## src/rtl/uart_rx_ctrl_if.sv

```systemverilog
// CPU-side register bus of the UART receive controller.
// Strobes and rdy_ are active-low; rd_data is zero outside the completion cycle.
interface uart_rx_ctrl_if;
  logic        cs_;
  logic        as_;
  logic        rw;
  logic [1:0]  addr;
  logic [31:0] wr_data;
  logic [31:0] rd_data;
  logic        rdy_;

  modport master (
    output cs_, as_, rw, addr, wr_data,
    input  rd_data, rdy_
  );

  modport slave (
    input  cs_, as_, rw, addr, wr_data,
    output rd_data, rdy_
  );
endinterface

```

## src/rtl/uart_rx_ctrl.sv

```systemverilog
// UART receive controller: buffers received bytes in a FIFO and exposes
// STATUS/DATA/CTRL/TIMEOUT registers with overrun, idle-timeout and interrupt.
module uart_rx_ctrl #(
  parameter int          FIFO_DEPTH      = 8,
  parameter logic [15:0] TIMEOUT_DEFAULT = 16'd1000
) (
  input  logic         clk,
  input  logic         reset,
  input  logic         rx_end,
  input  logic [7:0]   rx_data,
  input  logic         rx_busy,
  uart_rx_ctrl_if.slave bus,
  output logic         irq
);
  localparam int AW = $clog2(FIFO_DEPTH);
  localparam int CW = AW + 1;
  localparam logic [CW-1:0] DEPTH_C = CW'(FIFO_DEPTH);

  logic [7:0]    mem [FIFO_DEPTH];
  logic [AW-1:0] wr_ptr;
  logic [AW-1:0] rd_ptr;
  logic [CW-1:0] count;
  logic          overrun;
  logic          timeout;
  logic          ie_data;
  logic          ie_overrun;
  logic          ie_timeout;
  logic          rx_en;
  logic [15:0]   tmo_reload;
  logic [15:0]   tmo_cnt;

  logic          access;
  logic          rd_acc;
  logic          wr_acc;
  logic          not_empty;
  logic          full;
  logic          pop;
  logic          flush;
  logic          push_req;
  logic          push_ok;
  logic          ovr_set;
  logic          ovr_clr;
  logic          tmo_clr;
  logic          tmo_load;
  logic          tmo_hit;
  logic [31:0]   status_w;
  logic [31:0]   rd_mux;
  logic          unused_wr;

  assign unused_wr = ^bus.wr_data[31:16];

  assign access    = !bus.cs_ && !bus.as_;
  assign rd_acc    = access && bus.rw;
  assign wr_acc    = access && !bus.rw;
  assign not_empty = (count != '0);
  assign full      = (count == DEPTH_C);

  assign pop      = rd_acc && (bus.addr == 2'd1) && not_empty;
  assign flush    = wr_acc && (bus.addr == 2'd2) && bus.wr_data[3];
  assign ovr_clr  = wr_acc && (bus.addr == 2'd0) && bus.wr_data[2];
  assign tmo_clr  = wr_acc && (bus.addr == 2'd0) && bus.wr_data[3];
  assign push_req = rx_end && rx_en;

  // A full FIFO still accepts a byte when the same cycle frees a slot;
  // flush discards the incoming byte outright.
  assign push_ok = push_req && !flush && (!full || pop);
  assign ovr_set = push_req && !flush && full && !pop;

  assign tmo_load = push_req || pop || flush || rx_busy || !not_empty;
  assign tmo_hit  = !tmo_load && (tmo_cnt == 16'd1);

  always_comb begin
    status_w       = '0;
    status_w[12:8] = 5'(count);
    status_w[4:0]  = {rx_busy, timeout, overrun, full, not_empty};
  end

  always_comb begin
    rd_mux = '0;
    unique case (bus.addr)
      2'd0: rd_mux = status_w;
      2'd1: rd_mux = not_empty ? {24'h0, mem[rd_ptr]} : 32'h0;
      2'd2: rd_mux = {27'h0, rx_en, 1'b0, ie_timeout, ie_overrun, ie_data};
      2'd3: rd_mux = {16'h0, tmo_reload};
    endcase
  end

  // FIFO storage: data only, no reset
  always_ff @(posedge clk) begin
    if (push_ok) mem[wr_ptr] <= rx_data;
  end

  always_ff @(posedge clk or negedge reset) begin
    if (!reset) begin
      wr_ptr     <= '0;
      rd_ptr     <= '0;
      count      <= '0;
      overrun    <= 1'b0;
      timeout    <= 1'b0;
      ie_data    <= 1'b1;
      ie_overrun <= 1'b0;
      ie_timeout <= 1'b0;
      rx_en      <= 1'b1;
      tmo_reload <= TIMEOUT_DEFAULT;
      tmo_cnt    <= TIMEOUT_DEFAULT;
    end else begin
      if (flush) begin
        wr_ptr <= '0;
        rd_ptr <= '0;
        count  <= '0;
      end else begin
        if (push_ok) wr_ptr <= wr_ptr + 1'b1;
        if (pop)     rd_ptr <= rd_ptr + 1'b1;
        count <= count + CW'(push_ok) - CW'(pop);
      end

      if (ovr_set)      overrun <= 1'b1;
      else if (ovr_clr) overrun <= 1'b0;
      if (tmo_hit)      timeout <= 1'b1;
      else if (tmo_clr) timeout <= 1'b0;

      if (wr_acc && (bus.addr == 2'd2)) begin
        ie_data    <= bus.wr_data[0];
        ie_overrun <= bus.wr_data[1];
        ie_timeout <= bus.wr_data[2];
        rx_en      <= bus.wr_data[4];
      end
      if (wr_acc && (bus.addr == 2'd3)) tmo_reload <= bus.wr_data[15:0];

      // Counter parks at zero after firing, so the flag sets once per idle period
      if (tmo_load)            tmo_cnt <= tmo_reload;
      else if (tmo_cnt != '0)  tmo_cnt <= tmo_cnt - 16'd1;
    end
  end

  // Completion stage: one-cycle rdy_ strobe with read data captured pre-update
  always_ff @(posedge clk or negedge reset) begin
    if (!reset) begin
      bus.rdy_    <= 1'b1;
      bus.rd_data <= '0;
      irq         <= 1'b0;
    end else begin
      bus.rdy_    <= !access;
      bus.rd_data <= rd_acc ? rd_mux : 32'h0;
      irq         <= (ie_data && not_empty) || (ie_overrun && overrun) ||
                     (ie_timeout && timeout);
    end
  end
endmodule

```

## src/flat_wrapper.sv

```systemverilog
// flat-port wrapper written by rule: the top's interface ports become plain ports
module uart_rx_ctrl_flat 
#(
  parameter int          FIFO_DEPTH      = 8,
  parameter logic [15:0] TIMEOUT_DEFAULT = 16'd1000
)
  (clk, reset, rx_end, rx_data, rx_busy, irq, bus_cs_, bus_as_, bus_rw, bus_addr, bus_wr_data, bus_rd_data, bus_rdy_);
  uart_rx_ctrl_if bus_i ();
  input  logic clk;
  input  logic reset;
  input  logic rx_end;
  input  logic [7:0] rx_data;
  input  logic rx_busy;
  output logic irq;
  input wire logic [$bits(bus_i.cs_)-1:0] bus_cs_;
  input wire logic [$bits(bus_i.as_)-1:0] bus_as_;
  input wire logic [$bits(bus_i.rw)-1:0] bus_rw;
  input wire logic [$bits(bus_i.addr)-1:0] bus_addr;
  input wire logic [$bits(bus_i.wr_data)-1:0] bus_wr_data;
  output wire logic [$bits(bus_i.rd_data)-1:0] bus_rd_data;
  output wire logic [$bits(bus_i.rdy_)-1:0] bus_rdy_;
  assign bus_i.cs_ = bus_cs_;
  assign bus_i.as_ = bus_as_;
  assign bus_i.rw = bus_rw;
  assign bus_i.addr = bus_addr;
  assign bus_i.wr_data = bus_wr_data;
  assign bus_rd_data = bus_i.rd_data;
  assign bus_rdy_ = bus_i.rdy_;
  uart_rx_ctrl #(.FIFO_DEPTH(FIFO_DEPTH), .TIMEOUT_DEFAULT(TIMEOUT_DEFAULT)) u_core (.clk(clk), .reset(reset), .rx_end(rx_end), .rx_data(rx_data), .rx_busy(rx_busy), .bus(bus_i), .irq(irq));
endmodule
```

## config.mk

```make
export PLATFORM = sky130hd
export DESIGN_NAME = uart_rx_ctrl_flat
export DESIGN_NICKNAME = d
export VERILOG_FILES = /design/src/rtl/uart_rx_ctrl_if.sv /design/src/rtl/uart_rx_ctrl.sv /design/src/flat_wrapper.sv
export SDC_FILE = /design/constraint.sdc
export NUM_CORES = 1
export LEC_CHECK = 0
export CAP_MARGIN = 40
export CORE_UTILIZATION = 30
export CTS_BUF_LIST = sky130_fd_sc_hd__clkbuf_8
export CTS_CLUSTER_SIZE = 24
export DETAILED_ROUTE_END_ITERATION = 8
export GPL_ROUTABILITY_DRIVEN = 0
export PLACE_DENSITY = 0.46
export SYNTH_ARGS = -nofsm -noshare
export SYNTH_HDL_FRONTEND = slang
export SYNTH_SLANG_ARGS = --single-unit
export TNS_END_PERCENT = 50
```

## constraint.sdc

```tcl
create_clock -name clk -period 3 [get_ports clk]
set_clock_uncertainty 0.1 [all_clocks]
set_input_delay 0.9 -clock clk [delete_from_list [all_inputs] [get_ports clk]]
set_output_delay 0.9 -clock clk [all_outputs]
set_load 0.005 [all_outputs]
```

# Word level (Yosys, flattened, before mapping)
# Memories as Yosys holds them, arrays and structs flattened.
# Index checks and enable logic that the tools add are counted.
[totals]
elab_cells = 85
in_bits = 49
memories = 1
ram_bits = 64
out_inout_bits = 34
reg_bits = 82
[memory_table]
columns = ["memory", "depth", "word_bits", "read_ports", "rd_ports_with_merged_regs", "wr", "line_no", "source"]
rows = [
  ["u_core.mem", 8, 8, 1, 0, 1, "uart_rx_ctrl.sv:19", "logic [7:0] mem [FIFO_DEPTH];"],
]
[op_classes]
add_sub_neg = 5
n_mux = 16
n_eq_ne = 5
reduce_logical = 44
[op_table]
columns = ["op", "count"]
rows = [
  ["one-hot mux 32 bit (4 select lines)", 1],
  ["two-way mux 16 bit", 2],
  ["two-way mux 32 bit", 1],
  ["logical AND 1 bit", 20],
  ["== test 16 x 1 -> 1 bit (second input constant)", 1],
  ["nonzero test 16 bit", 1],
  ["subtractor 16 x 1 -> 16 bit (second input constant)", 1],
  ["two-way mux 3 bit", 4],
  ["nonzero test 2 bit", 5],
  ["logical NOT 1 bit", 9],
  ["two-way mux 8 bit", 1],
  ["logical OR 1 bit", 7],
  ["adder 3 x 1 -> 3 bit (second input constant)", 2],
  ["two-way mux 1 bit", 6],
  ["adder 4 x 1 -> 4 bit", 1],
  ["== test 2 bit (second input constant)", 2],
  ["== test 4 bit (second input constant)", 1],
  ["two-way mux 4 bit", 1],
  ["nonzero test 4 bit", 1],
  ["subtractor 4 x 1 -> 4 bit", 1],
  ["== test 2 x 1 -> 1 bit (second input constant)", 1],
  ["logical NOT 2 bit", 1],
]

# Logic depth before layout (Yosys ltp)
# Gate-level depths: netlist of run 1.
[logic_depth]
ltp_word = 12
depth_mapped = 12

# Worst setup path before layout of run 1
# OpenSTA, ideal clock, no wires.
[synth_timing]
kind = "in2reg"
start = "input port bus_as_"
end = "memory u_core.mem[4][0] (enable)"
setup_ns = 0.383
arrival_time_ns = 2.664
n_path_buf = 1
stages = 5
path_slack_ns = -0.148
required_ns = 2.517
path_cell_list = "or3b_1 buf_2 o311ai_0 nand4_1 nor3_1"
[synth_via]
elab_chain_cells = 10
elab_cells_between_ends = 14
cone_classes = "mux: 2; reduce/logical: 12"
[synth_rtl]
columns = ["element", "line_no", "source"]
rows = [
  ["start, declared", "flat_wrapper.sv:16", "input wire logic [$bits(bus_i.as_)-1:0] bus_as_;"],
  ["logical NOT 1 bit (*)", "uart_rx_ctrl.sv:52", "assign access = !bus.cs_ && !bus.as_;"],
  ["logical AND 1 bit (*)", "uart_rx_ctrl.sv:52", ""],
  ["logical AND 1 bit", "uart_rx_ctrl.sv:54", "assign wr_acc = access && !bus.rw;"],
  ["logical AND 1 bit (2 in series)", "uart_rx_ctrl.sv:59", "assign flush = wr_acc && (bus.addr == 2'd2) && bus.wr_data[3];"],
  ["logical NOT 1 bit", "uart_rx_ctrl.sv:66", "assign push_ok = push_req && !flush && (!full || pop);"],
  ["logical AND 1 bit", "uart_rx_ctrl.sv:66", ""],
  ["logical AND 1 bit (*)", "uart_rx_ctrl.sv:66", ""],
  ["two-way mux 1 bit (*)", "uart_rx_ctrl.sv:90", "if (push_ok) mem[wr_ptr] <= rx_data;"],
  ["two-way mux 1 bit (implied by the code) (*)", "uart_rx_ctrl.sv:90", ""],
  ["end, declared", "uart_rx_ctrl.sv:19", ""],
]
# Mark *: on every way between the ends. The rest lies on a longest branch, timed or not.

# Worst setup path after layout of run 1
[layout_timing]
start = "input port bus_rw"
end = "memory u_core.mem[1][5] (enable)"
[layout_via]
elab_chain_cells = 9
elab_cells_between_ends = 13
cone_classes = "mux: 2; reduce/logical: 11"
[layout_rtl]
columns = ["element", "line_no", "source"]
rows = [
  ["start, declared", "flat_wrapper.sv:17", "input wire logic [$bits(bus_i.rw)-1:0] bus_rw;"],
  ["logical NOT 1 bit", "uart_rx_ctrl.sv:54", ""],
  ["logical AND 1 bit", "uart_rx_ctrl.sv:54", ""],
  ["logical AND 1 bit (2 in series)", "uart_rx_ctrl.sv:59", ""],
  ["logical NOT 1 bit", "uart_rx_ctrl.sv:66", ""],
  ["logical AND 1 bit", "uart_rx_ctrl.sv:66", ""],
  ["logical AND 1 bit (*)", "uart_rx_ctrl.sv:66", ""],
  ["two-way mux 1 bit (*)", "uart_rx_ctrl.sv:90", ""],
  ["two-way mux 1 bit (implied by the code) (*)", "uart_rx_ctrl.sv:90", ""],
]
# Marks and branches as above.

==> impl_metrics.py, run 1 <==
metrics = {
    "floorplan": {
        "start_util_pct": 31.1,
        "die_area_mm2": 0.0203,
        "boundaryPins": 83,
        "core_area_mm2": 0.0190,
        "fp.dieH_um": 142,
        "fp.dieW_um": 142,
        "floorplan.rows": 50,
    },
    "drt": {
        "detail_route.wl_per_cell_um": 17.4,
        "first_pass_iters": 4,
        "drt_iter0_drc": 188,
        "remaining_drc_errors": 0,
        "routed_via_density": 4.68,
        "detailroute.via_count": 3691,
        "finalWirelength_um": 13700,
        "postRouteAntennaNets": 0,
    },
    "setup_path": {
        "cp-endpoint": "u_core.mem[1][5]$_DFFE_PP_",
        "timing.critical_path.fanout_max": 8,
        "timing.critical_path.from": "bus_rw",
        "crit_required_ps": 3040,
        "r2r-start": "u_core.count[2]$_DFF_PN0_",
        "setup.worst_path.start_class": "primary input",
        "timing.critical_path.slowest_cell_delay_ps": 530,
        "data_arrival_time_at_the_worst_slack_endpoint_ps": 3000,
        "reg2reg_capture_point": "u_core.count[3]$_DFF_PN0_",
        "cp_num_buf_inv": 2,
        "timing.reg2reg.worst_path_depth": 12,
        "cpMaxStageDelayCell": "or4_4",
        "crit_path_depth": 6,
        "timing.reg2reg.setup_slack_ps": 210,
        "critical_path.cell_chain": "clkdlybuf4s50_1, or3b_4, o311a_4, or4_4, nor2_1, buf_4",
        "critPathKind": "primary input to register",
        "cpLargestDelayFamily": "simple AND/OR/NAND/NOR gates",
        "timing.critical_path.to_type": "register",
    },
    "synthesis": {
        "synth_xor_area_share_pct": 1.33,
        "synthDominantAreaCellType": "edfxtp_1",
        "synth_ff_type": "edfxtp_1",
        "synth_compound_area_share_pct": 6.79,
        "synth.mux.area_fraction_pct": 13.6,
        "area_fraction_of_the_dominant_cell_type_after_synthesis_pct": 32.5,
        "syn_avg_cell_area_um2": 14.0,
        "synth.top_cells.by_count": "edfxtp_1 (64), dfrtp_1 (51), mux2_2 (33), nor2_1 (24), nand2_1 (20)",
        "netlist_area_mm2": 0.00591,
        "synth_enable_flop_cells": 64,
        "synthMostInstantiatedCell": "edfxtp_1",
        "synth.area.top_cells": "edfxtp_1 (32%), dfrtp_1 (22%), dfstp_2 (6.7%)",
        "synth_adder_area_share_pct": 2.45,
        "postSynth.asyncResetShare_pct": 50.8,
        "syn-instance-count": 423,
        "flip_flop_and_latch_count_after_synthesis": 130,
        "synth_warnings": 0,
        "largest_family_of_logic_cells_by_synthesized_area": "multiplexers",
        "yosysUniqueCellTypes": 58,
        "synthSimpleGateAreaFrac_pct": 11.0,
        "synth_sequential_area_ratio_pct": 60.7,
    },
    "final_layout": {
        "antenna_cells": 0,
        "areaGrowthSynthToFinish_pct": 25.5,
        "multiInputGateArea_mm2": 0.00216,
        "final-instance-count-excl-fill": 789,
        "seqCellArea_mm2": 0.00359,
        "num-nets-final": 576,
        "design_area_mm2": 0.00742,
        "fillerInstances": 1830,
        "drive_above_1_share_pct": 29.9,
    },
    "sta": {
        "worst_slew_pin_slew_ps": 801,
        "fin_hold_ws_ps": 359,
        "post-route-worst-setup-slack_ps": 33.8,
        "max_slew_margin_pct": 46.6,
        "layout_worst_path_cycle_share_pct": 98.9,
        "setup-violations-final": 0,
        "final-hold-violation-count": 0,
        "clock.fmax_mhz": 337,
        "timing.final.max_slew_violations": 0,
        "period_needed_ps": 2970,
        "grt_setup_unrepaired": "false",
    },
    "pwr": {
        "p_sw_mw": 1.77,
        "share_comb_of_total_power_pct": 26.6,
        "power-per-cell-area_mw_per_mm2": 775,
        "seq_power_share_pct": 44.3,
        "netSwitchingFraction_pct": 30.9,
        "share_of_power_burned_in_the_clock_network_pct": 29.2,
        "vdd.ir_drop.worst_v": 0.000480,
        "power_leakage_nw": 2.82,
        "power.internal_mw": 3.98,
    },
    "clocking": {
        "cts_buffers": 17,
        "clock_latency_ps": 440,
        "number_of_setup_buffers_added_after_cts": 0,
        "path_clk_slew_ps": 80,
        "cts.sink_count": 130,
        "clk_root_buffer_cell": "clkbuf_8",
        "cts_tree": "yes",
        "htree_num_levels": 4,
        "ctsLongestPathBuffers": 2,
        "postCtsHoldBufs": 0,
    },
    "run": {
        "cap_violations": 0,
    },
    "placement": {
        "placed_area_mm2": 0.00695,
        "port_buffers": 50,
        "dp_hpwl_um": 9720,
        "pre_cts_ws_ps": -463,
        "dpl.cell_count": 757,
    },
    "status": {
        "status": "complete, no violations",
    },
    "worst_hold_path": {
        "hold_class": "primary input to async pin",
    },
    "grt": {
        "grtUsageTotal_pct": 14.5,
        "grt_pass1_vias": 3950,
        "global_route_wire_length_before_repair_um": 21500,
        "grt_remaining_overflow": 0,
        "grt_max_degree": 67,
        "initial_antenna_violation_count": 0,
    },
}
==> placed cells by master (no fill, tap or decap), types with 7 or more instances in the layout <==
master,count
o21ai_0,12
nand2_1,20
mux2_2,33
nor2_1,23
dfstp_2,15
mux4_2,16
nand4_1,9
a21oi_1,12
clkdlybuf4s50_1,49
dfrtp_1,51
conb_1,16
inv_1,11
a31oi_1,10
clkbuf_8,18
edfxtp_1,64
nand3_1,8
buf_4,40
mux2i_1,7
ha_1,10
==> sequential cells by signal, summed over array words and instances, names as in the netlist, 3 cells and up <==
name	flops
u_core.mem	64
u_core.bus.rd_data	16
u_core.tmo_cnt	16
u_core.tmo_reload	16
u_core.count	4
u_core.rd_ptr	3
u_core.wr_ptr	3
==> power groups by stage <==
stage	sequential [mW]	combinational, mW	clock, mW
floorplan	2.43	1.15	0
global placement	2.57	1.50	0
detailed placement	2.58	1.53	0
CTS	2.54	1.55	1.73
global route	2.59	1.70	1.80
finish	2.55	1.53	1.68
==> per-stage QoR <==
step	TNS [ps]	utilization (%)	total power [mW]
finish	0	39.0	5.75
floorplan	-209	-	3.58
global placement	-27610	36.5	4.07
CTS	0	38.9	5.82
global route	0	39.0	6.09
detailed placement	-28690	36.5	4.11
==> layer usage <==
layer | vias to the layer above | share of wire (%) | global-route usage [%] | routed length [µm]
met2 | 84 | 51 | 24.9 | 7000
met4 | 0 | 1.3 | 5.15 | 180
met1 | 1834 | 44 | 17.7 | 5980
met3 | 13 | 4.0 | 3.43 | 548
met5 | - | 0 | 0 | 0
li1 | 1760 | - | - | -
==> timing repair <==
action / in CTS / in global routing
resized for setup: 2 / 5
setup endpoints to repair: 4 / 22
pin swaps: 1 / 1
==> kinds of logic (layout without fill, tap and decap cells) <==
family                   Yosys count  after routing
buffers and inverters             45            136
other                              1             16
AND/OR/NAND/NOR                  112            112
flip-flops                       130            130
AO/OA/AOI/OAI                     59             59
multiplexers                      56             56
adder cells (fa/ha/maj)           11             11
XOR/XNOR                           9              9
==> area by class of cell <==
| class | instances | share of cell area [%] |
|---|---|---|
| Clock inverter | 14 | 2.70 |
| Tap cell | 260 | 4.38 |
| Clock buffer | 18 | 3.34 |
| Multi-Input combinational cell | 263 | 29.1 |
| Inverter | 10 | 0.506 |
| Timing Repair Buffer | 94 | 11.6 |
| Sequential cell | 130 | 48.4 |
==> worst min-delay path by stage <==
stage	slack [ps]	depth (start not counted)	start	endpoint
final	360	2	reset	u_core.bus.rd_data[12]$_DFF_PN0_
after global routing	360	2	reset	u_core.bus.rd_data[12]$_DFF_PN0_
after CTS	360	2	reset	u_core.bus.rd_data[12]$_DFF_PN0_
after detailed placement	400	2	u_core.tmo_cnt[9]$_DFFE_PN1P_	u_core.tmo_cnt[9]$_DFFE_PN1P_
after global placement	400	2	u_core.tmo_cnt[9]$_DFFE_PN1P_	u_core.tmo_cnt[9]$_DFFE_PN1P_
after floorplan	370	1	u_core.tmo_reload[15]$_DFFE_PN0P_	u_core.tmo_cnt[15]$_DFFE_PN0P_
(Power assumes the default switching activity.)
==> inputs of run 2 (changes only) <==
--- a/config.mk
+++ b/config.mk
@@ -5,6 +5,7 @@
 export SDC_FILE = /design/constraint.sdc
 export NUM_CORES = 1
 export LEC_CHECK = 0
+export ABC_AREA = 0
 export CAP_MARGIN = 40
 export CORE_UTILIZATION = 30
 export CTS_BUF_LIST = sky130_fd_sc_hd__clkbuf_8
==> results of run 2 <==
No change in the layout: final DEF, timing and power equal those of run 1.
==> inputs of run 3 (changes only) <==
--- a/config.mk
+++ b/config.mk
@@ -9,6 +9,7 @@
 export CAP_MARGIN = 40
 export CORE_UTILIZATION = 30
 export CTS_BUF_LIST = sky130_fd_sc_hd__clkbuf_8
+export CTS_CLUSTER_DIAMETER = 50
 export CTS_CLUSTER_SIZE = 24
 export DETAILED_ROUTE_END_ITERATION = 8
 export GPL_ROUTABILITY_DRIVEN = 0
==> results of run 3 <==
No change in the layout: final DEF, timing and power equal those of run 1.
